--- src/rtl/cpu_fetch_seq.sv ---
// -----------------------------------------------------------------------------
// cpu_fetch_seq
//
// Purpose:
//    Instruction-fetch sequencer for a small CPU core. It divides the clock into
//    M-cycles of T_PER_M T-cycles and owns the program counter and the
//    instruction register. It also owns the RUN/HALT state. PC and instruction
//    register updates happen only on an M-cycle boundary. A stall freezes the
//    T-cycle counter, and with it any pending boundary.
//
// Parameters:
//    ADDR_WIDTH  width of the program counter and the absolute load value
//    DATA_WIDTH  width of the opcode bus, instruction register and rel offset
//    T_PER_M     T-cycles per M-cycle (2..16)
//    RESET_PC    program counter value after reset
//
// Ports:
//    i_clk                   single clock, all state changes on rising edge
//    i_reset                 synchronous active-high reset, overrides all
//    i_stall                 freezes the T-cycle counter (bus wait / DMA hold)
//    i_pc_op                 PC update select: 0 Same, 1 Inc, 2 Load, 3 Rel
//    i_pc_load_value         absolute target for Load
//    i_pc_rel                two's-complement offset for Rel (no implicit +1)
//    i_inst_load             capture i_mem_data_in at the M-cycle end
//    i_mem_data_in           system bus read data
//    i_halt_req              request entry to the halted state
//    i_wake                  pending-interrupt wake request
//    o_t_phase               current T-cycle index within the M-cycle
//    o_m_cycle               M-cycle boundary strobe (combinational)
//    o_pc                    current program counter / fetch address
//    o_instruction_register  current opcode
//    o_halted                core is halted
//
// Registers have no declaration initialisers. The power-up state is produced
// by the synchronous reset, so reset must be asserted for at least one edge
// after power-up.
// -----------------------------------------------------------------------------
module cpu_fetch_seq #(
   parameter int ADDR_WIDTH = 16,
   parameter int DATA_WIDTH = 8,
   parameter int T_PER_M    = 4,
   parameter int RESET_PC   = 0
) (
   input  logic                         i_clk,
   input  logic                         i_reset,
   input  logic                         i_stall,
   input  logic [1:0]                   i_pc_op,
   input  logic [ADDR_WIDTH-1:0]        i_pc_load_value,
   input  logic [DATA_WIDTH-1:0]        i_pc_rel,
   input  logic                         i_inst_load,
   input  logic [DATA_WIDTH-1:0]        i_mem_data_in,
   input  logic                         i_halt_req,
   input  logic                         i_wake,
   output logic [$clog2(T_PER_M)-1:0]   o_t_phase,
   output logic                         o_m_cycle,
   output logic [ADDR_WIDTH-1:0]        o_pc,
   output logic [DATA_WIDTH-1:0]        o_instruction_register,
   output logic                         o_halted
);

   localparam int TW = $clog2(T_PER_M);

   // Last T-cycle of an M-cycle. The boundary strobe fires here when not stalled.
   localparam logic [TW-1:0]         LAST_PHASE = TW'(T_PER_M - 1);
   localparam logic [ADDR_WIDTH-1:0] PC_RST     = ADDR_WIDTH'(RESET_PC);

   localparam logic [1:0] PC_SAME = 2'd0;
   localparam logic [1:0] PC_INC  = 2'd1;
   localparam logic [1:0] PC_LOAD = 2'd2;
   localparam logic [1:0] PC_REL  = 2'd3;

   typedef enum logic [0:0] {
      ST_RUN  = 1'b0,
      ST_HALT = 1'b1
   } state_t;

   // Next program counter for a given update select. Rel sign-extends the
   // offset to address width and adds it to the current PC; the sum wraps
   // modulo 2^ADDR_WIDTH, as does Inc.
   function automatic logic [ADDR_WIDTH-1:0] pc_next_f(
      input logic [1:0]            op,
      input logic [ADDR_WIDTH-1:0] pc,
      input logic [ADDR_WIDTH-1:0] load_value,
      input logic [DATA_WIDTH-1:0] rel
   );
      logic signed [DATA_WIDTH-1:0] rel_s;
      logic [ADDR_WIDTH-1:0]        result;
      rel_s = rel;
      case (op)
         PC_SAME: result = pc;
         PC_INC:  result = pc + ADDR_WIDTH'(1'b1);
         PC_LOAD: result = load_value;
         PC_REL:  result = pc + ADDR_WIDTH'(rel_s);
         default: result = pc;
      endcase
      return result;
   endfunction

   logic [TW-1:0]          r_t_phase;
   logic [ADDR_WIDTH-1:0]  r_pc;
   logic [DATA_WIDTH-1:0]  r_ir;
   logic                   r_halted;
   state_t                 r_state;

   logic                   w_m_cycle;
   logic                   w_phase_last;
   logic [TW-1:0]          w_t_phase_next;
   logic [ADDR_WIDTH-1:0]  w_pc_next;

   // The boundary is the last T-cycle, and only when it actually completes.
   // A stall at that point holds the boundary until the first unstalled edge.
   assign w_phase_last = (r_t_phase == LAST_PHASE);
   assign w_m_cycle    = w_phase_last & ~i_stall;

   // Explicit wrap so that T_PER_M values that are not powers of two count correctly.
   assign w_t_phase_next = w_phase_last ? {TW{1'b0}} : (r_t_phase + TW'(1'b1));

   assign w_pc_next = pc_next_f(i_pc_op, r_pc, i_pc_load_value, i_pc_rel);

   // T-cycle counter: advances when not stalled; reset discards a partial M-cycle.
   always_ff @(posedge i_clk) begin
      if (i_reset) begin
         r_t_phase <= {TW{1'b0}};
      end else if (!i_stall) begin
         r_t_phase <= w_t_phase_next;
      end else begin
         r_t_phase <= r_t_phase;
      end
   end

   // RUN/HALT sequencer together with the PC, instruction register and halted flag.
   // Nothing here changes except on an M-cycle boundary or on reset.
   always_ff @(posedge i_clk) begin
      if (i_reset) begin
         r_state  <= ST_RUN;
         r_halted <= 1'b0;
         r_pc     <= PC_RST;
         r_ir     <= {DATA_WIDTH{1'b0}};
      end else if (w_m_cycle) begin
         case (r_state)
            ST_RUN: begin
               // The M-cycle that requests the halt still completes its own
               // PC/IR work. A simultaneous wake cancels the halt request.
               r_pc <= w_pc_next;
               if (i_inst_load) begin
                  r_ir <= i_mem_data_in;
               end else begin
                  r_ir <= r_ir;
               end
               if (i_halt_req && !i_wake) begin
                  r_state  <= ST_HALT;
                  r_halted <= 1'b1;
               end else begin
                  r_state  <= ST_RUN;
                  r_halted <= 1'b0;
               end
            end
            ST_HALT: begin
               // PC and IR hold, including on the waking edge. Fetch resumes
               // on the following M-cycle. halt_req has no effect here.
               r_pc <= r_pc;
               r_ir <= r_ir;
               if (i_wake) begin
                  r_state  <= ST_RUN;
                  r_halted <= 1'b0;
               end else begin
                  r_state  <= ST_HALT;
                  r_halted <= 1'b1;
               end
            end
            default: begin
               r_state  <= ST_RUN;
               r_halted <= 1'b0;
               r_pc     <= r_pc;
               r_ir     <= r_ir;
            end
         endcase
      end else begin
         r_state  <= r_state;
         r_halted <= r_halted;
         r_pc     <= r_pc;
         r_ir     <= r_ir;
      end
   end

   assign o_t_phase              = r_t_phase;
   assign o_m_cycle              = w_m_cycle;
   assign o_pc                   = r_pc;
   assign o_instruction_register = r_ir;
   assign o_halted               = r_halted;

endmodule

--- config.mk ---
export PLATFORM = sky130hd
export DESIGN_NAME = cpu_fetch_seq
export DESIGN_NICKNAME = d
export VERILOG_FILES = /design/src/rtl/cpu_fetch_seq.sv
export SDC_FILE = /design/constraint.sdc
export NUM_CORES = 1
export LEC_CHECK = 0
export ABC_AREA = 1
export CAP_MARGIN = 20
export CORE_MARGIN = 8
export CORE_UTILIZATION = 47
export DETAILED_ROUTE_END_ITERATION = 12
export GPL_TIMING_DRIVEN = 0
export PLACE_DENSITY = 0.81
export SLEW_MARGIN = 10
export SYNTH_ARGS = -nofsm -noshare
export SYNTH_HDL_FRONTEND = slang
export SYNTH_SLANG_ARGS = --single-unit
export TNS_END_PERCENT = 1
--- constraint.sdc ---
create_clock -name i_clk -period 2.8 [get_ports i_clk]
set_input_delay 0.56 -clock i_clk [delete_from_list [all_inputs] [get_ports i_clk]]
set_output_delay 0.56 -clock i_clk [all_outputs]
set_load 0.05 [all_outputs]
==> metrics.txt, run 1 <==
Max Cap Viol=0; Overall Power=0.000831 W; FF-to-FF path depth=14; final number of max-transition violations=0; RR Endpoint=o_pc[12]; leakage dissipation=1.30 nW; post-synthesis sequential area ratio=0.256; status=finished, final reports clean; routed via count=2311; Yosys cell types=32; I/O pin cnt=between 60 and 70; Port Buf Inserts=65; clock network power share=0.273; Worst setup SP type=primary input; Worst Setup End Kind=output port; Antenna diodes=0; CTS tree=built; die span in y=between 80 and 90 microns; CORE AREA=~0.0043 sq mm; P_int=~0.0006 W; slew margin rel.=0.641; CTS sink count=27; Slowest cell on crit path=clkdlybuf4s50_1; clk slew on worst S/H paths=90 ps; YS warnings=0; Hold Path Depth=2; Worst EP required=2240 ps; CTS Buffer Depth=2; Final Cell Area=0.00287 sq mm; switching pwr=0.000242 W; Hold Path End=o_instruction_register[7]; Worst R2R Start=o_pc[0]; drt total wl=6030 microns; drt wl/cell=approximately 14 microns; net count after synthesis=374; Post-DRT Antenna Nets=0; Synth Cell Area=0.00211 sq mm; DP Area=roughly 0.0028 sq mm; first-pass GRT wire length=10500 microns; TritonRoute pass-1 iters=4; CTS Buf Count=3; Fin. Hold Viols=0; hold buffers post-CTS=0; #FFs+latches synth=27; WP buf/inv=2; delay-heaviest family, CP=buffers and inverters; Worst EP arrival=2110 ps; Layout area overhead=36.2%; crit-path max FO=5; Worst-Margin Slew=roughly 540 ps; hold path startpoint=o_instruction_register[7]; row cnt=24; final setup skew=3.56 ps; clock latency on the worst-skew pair=around 270 ps; Cell Pwr Density=289 mW/mm^2; Period Utilization, post-route=0.953; Critical path origin=i_stall; gr usage total=0.174; Net Sw Frac=0.292; layout cells sized above 1=0.104; worst reg2reg setup slack=840 ps; critical path class=in -> out; Synth area leader=dfxtp_1; crit-path max cell delay=840 ps; most used cell, CP=clkdlybuf4s50_1; CTS root buf=clkbuf_8; post-synth top area share=0.256; Max VDD drop=0.264 mV; 1st-iter DRT viols=139; sequential power share=0.479; initial antenna violation count=0; dpl hpwl=4880 microns; combinational share of power=0.248; starting density of the core=0.488; pin count of the biggest net entering global routing=15; Hold/Removal Path Class=reg -> reg; Post-Synthesis Cells=325; DRC Markers=0; htree depth=1; worst-path cell chain=clkdlybuf4s50_1 -> nor2_2 -> clkdlybuf4s50_1; GP Congestion=0.926; Final Setup Violations=0; remaining global-route overflow=0; post-layout min period=approximately 2700 ps; vias per cell=5.18; highest clock rate=0.375 GHz; synth top area cells=dfxtp_1, nand2_1, nor2_1; synthesized area per cell=6.49 sq um; chip width=between 80 and 90 microns; RSZ-0062 raised after global routing=no; vias in the first global route=2266; full die area=0.00688 sq mm; nets=between 400 and 500
-- synthesized netlist by cell type (all sizes together) --
library cell	count
nand2	91
clkbuf	3
o21ai	23
nand3	21
inv	34
a21o	1
o41ai	2
a31oi	2
nor2	54
buf	8
fa	1
a21oi	25
ha	8
a221oi	2
xor2	8
a41o	3
nand4	6
or2	2
dfxtp	27
nor3	4
-- through the flow --
step	setup TNS, ps	worst slack [ps]	instances	hold WS [ps]	util
after floorplan	0	266	325	639	-
after global placement	-276	-113	442	461	0.653
after detailed placement	-338	-130	442	471	0.653
after CTS	0	117	446	490	0.663
after global routing	0	1.37	446	516	0.664
final	0	131	446	490	0.664
-- registers in the layout, summed over array words and instances, names as in the netlist --
signal	count
o_instruction_register	8
o_pc	16
r_state	1
o_t_phase	2
-- cell usage in the layout, fill, tap and decap left out, types with 3 or more instances in the layout --
cell,count
nand4_1,6
a21oi_1,23
nand2_1,75
nor2_1,50
a41o_1,3
clkbuf_1,4
clkdlybuf4s50_1,65
nand2_4,6
ha_1,8
nand3_1,20
nor2_2,3
nand2_2,10
buf_6,6
dfxtp_1,27
clkbuf_8,3
xor2_1,8
inv_1,32
o21ai_0,21
-- per-layer routing --
layer | part of all wire | GRT usage
met2 | 0.45 | 0.277
met1 | 0.45 | 0.220
met5 | 0 | 0
met3 | 0.086 | 0.0557
met4 | 0.011 | 0.0431
-- worst max-delay path by stage --
stage                end  cells after the start  slack [ps]
6_report       o_m_cycle                      3         130
5_1_grt         o_pc[12]                     16           1
4_1_cts        o_m_cycle                      3         120
3_5_place_dp    o_pc[12]                     16        -130
3_3_place_gp    o_pc[12]                     16        -110
2_1_floorplan    o_pc[8]                     14         270
-- power by group through the flow --
stage	logic (W)	registers [W]	clock network [W]
after floorplan	0.0000909	0.000430	0
after global placement	0.000203	0.000406	0
after detailed placement	0.000205	0.000406	0
after CTS	0.000206	0.000397	0.000233
after global routing	0.000225	0.000399	0.000250
final	0.000206	0.000398	0.000227
-- worst min-delay path: stages (launching register included) --
cell	delay (ps)
dfxtp_1	330
nor2_1	40
nor2_1	80
-- logic make-up after synthesis --
| group | after synthesis | share of synthesized area |
|---|---|---|
| AOI/OAI and AO/OA | 58 | 0.158 |
| adders and majority gates | 9 | 0.0570 |
| buffers and inverters | 45 | 0.104 |
| xor gates and xnor gates | 8 | 0.0332 |
| and+or+nand+nor | 178 | 0.392 |
| DFF | 27 | 0.256 |
-- area by class of cell --
cell class / instances / area, sq um
plain buffers: 11 / 91.3
fillers: 416 / 1450
well taps: 52 / 65.1
flip-flops and latches: 27 / 541
repair buffers: 65 / 651
multi-input cells: 253 / 1350
clock buffers: 4 / 45.0
inverters: 34 / 128
-- timing repair --
item,in CTS,in global routing
setup endpoints to repair,0,1
resized for setup,0,1
buffers inserted,0,0
(Power assumes the default switching activity.)
==> run 2: changes to the inputs <==
--- a/config.mk
+++ b/config.mk
@@ -6,12 +6,11 @@
 export NUM_CORES = 1
 export LEC_CHECK = 0
 export ABC_AREA = 1
-export CAP_MARGIN = 20
+export CAP_MARGIN = 10
 export CORE_MARGIN = 8
-export CORE_UTILIZATION = 47
+export CORE_UTILIZATION = 25
 export DETAILED_ROUTE_END_ITERATION = 12
 export GPL_TIMING_DRIVEN = 0
-export PLACE_DENSITY = 0.81
 export SLEW_MARGIN = 10
 export SYNTH_ARGS = -nofsm -noshare
 export SYNTH_HDL_FRONTEND = slang
==> run 2 against run 1 <==
Die area up 69%. Setup slack worse by 13 ps. Clock power up 6%. Power up 1.7%. Combinational power about the same. Clock skew up 10 ps. Clock-buffer cell count down 1. Non-clock buffer count unchanged. Critical path depth unchanged. Critical path type unchanged.
==> metrics.txt, run 2 (synthesized netlist as in run 1, its figures left out) <==
Max Cap Viol=0 (unchanged); Port Buf Inserts=65 (unchanged); post-layout min period=2680 ps (+13.0 ps); clock latency on the worst-skew pair=280 ps (about the same); setup repair bufs after CTS=0 (unchanged); die span in y=108 microns (+30%); Worst Setup End Kind=output port; vias in the first global route=2348 (+3.6%); slew margin rel.=0.649 (+0.00733); RSZ-0062 raised after global routing=no; CTS Buffer Depth=2 (unchanged); CTS sink count=27 (unchanged); highest clock rate=0.373 GHz (-0.48%); Fin. Hold Viols=0 (unchanged); pin count of the biggest net entering global routing=18 (+3); placed instance count=495 (+12%); Hold WS=476 ps (-14.3 ps); Max VDD drop=0.211 mV (-20%); initial antenna violation count=0 (unchanged); starting density of the core=0.257 (-0.231); CTS Buf Count=3 (unchanged); chip width=108 microns (+30%); remaining global-route overflow=0 (unchanged); most frequent cells in the layout=nand2_1, clkdlybuf4s50_1, nor2_1; Post-DRT Antenna Nets=0 (unchanged); Worst setup SP type=primary input; CTS tree=built; Worst EP arrival=2120 ps (about the same); final setup skew=13.6 ps (+10.0 ps); leakage dissipation=1.30 nW (+0.26%); vias per cell=4.55 (-12%); row cnt=33 (+38%); routed via count=2270 (-1.8%); critical path class=in -> out; Antenna diodes=0 (unchanged); CORE AREA=0.00822 sq mm (+90%); max reg flops=16 (unchanged); I/O pin cnt=68 (unchanged); layout cells sized above 1=0.107 (+0.00254); Hold/Removal Path Class=reg -> reg; Non-Filler Instances=499 (+12%); crit-path max FO=5 (unchanged); drt total wl=6280 microns (+4.1%); 1st-iter DRT viols=70 (-50%); end-of-flow core utilization=0.358 (-0.306); Cell Pwr Density=287 mW/mm^2 (-0.73%); Final Setup Violations=0 (unchanged); area of the multi-input gates=0.00135 sq mm (unchanged); clk slew on worst S/H paths=100 ps (about the same); FF+latch area=541 sq um (unchanged); nets=444 (unchanged); Layout area overhead=39.6%; final number of max-transition violations=0 (unchanged); setup tns final=0 ps (unchanged); Period Utilization, post-route=0.958 (+0.00463); Worst EP required=2240 ps (about the same); first-pass GRT wire length=10800 microns (+3.4%); gr usage total=0.112 (-0.0624); GP Congestion=0.853 (-7.8%); Worst-Margin Slew=525 ps (-11.0 ps); worst reg2reg setup slack=770 ps (-70 ps); most common cell after layout, fill and taps aside=nand2_1; dpl hpwl=5240 microns (+7.3%); full die area=0.0116 sq mm (+69%); DRC Markers=0 (unchanged); drt wl/cell=12.6 microns (-7.0%); TritonRoute pass-1 iters=4 (unchanged); fillcell total=877 (+110%); CTS root buf=clkbuf_8; htree depth=1 (unchanged); status=finished, final reports clean
## run 2: cell types whose count changed in the layout (fill, tap and decap cells not counted)
cell      delta
clkbuf_1     -1
inv_6        +1
## run 2: where the power goes
part | switching [W] | internal, W | leakage, nW
clock | 0.000137 | 0.000105 | 0.0261
combinational | 0.000110 | 0.0000954 | 1.06
sequential | 0.00000691 | 0.000391 | 0.218
## run 2: worst max-delay path, cell delays in order
cell and delay (ps):
clkdlybuf4s50_1 480, nor2_2 230, clkdlybuf4s50_1 850
## run 2: final timing paths
| kind | startpoint | cells after the start | to |
|---|---|---|---|
| worst max-delay path | i_stall | 3 | o_m_cycle |
| worst min-delay path | o_t_phase[1] | 2 | o_t_phase[1] |
| worst max register to register | o_pc[0] | 14 | o_pc[12] |
| worst min register to register | o_t_phase[1] | 2 | o_t_phase[1] |
## run 2: through the flow
| step | setup WS (ps) | area [sq um] | power [W] |
|---|---|---|---|
| after global placement | -155 | 2890 | 0.000612 |
| after detailed placement | -171 | 2890 | 0.000613 |
| final | 118 | 2940 | 0.000845 |
| after CTS | 92.7 | 2940 | 0.000859 |
| after global routing | 2.53 | 2940 | 0.000894 |
| after floorplan | 266 | 2110 | 0.000521 |
## run 2: what timing repair did
action / CTS / global route
setup endpoints to repair: 0 / 2
endpoints found under the hold margin: 0 / 0
hold buffers: 0 / 0
gates resized for setup: 0 / 1
## run 2: routing by layer
| layer | wire length [microns] | global-route usage | up-vias |
|---|---|---|---|
| met5 | 0 | 0 | - |
| met4 | 74 | 0.0337 | 0 |
| met3 | 275 | 0.0210 | 6 |
| met2 | 3020 | 0.195 | 46 |
| met1 | 2900 | 0.135 | 1019 |
| li1 | - | - | 1199 |
## run 2: final cells by class
class / instances / area share
flip-flops and latches: 27 / 0.184
plain buffers: 11 / 0.0310
multi-input cells: 253 / 0.459
clock inverters: 1 / 0.00298
clock buffers: 3 / 0.0140
repair buffers: 65 / 0.221
inverters: 34 / 0.0434
well taps: 105 / 0.0446
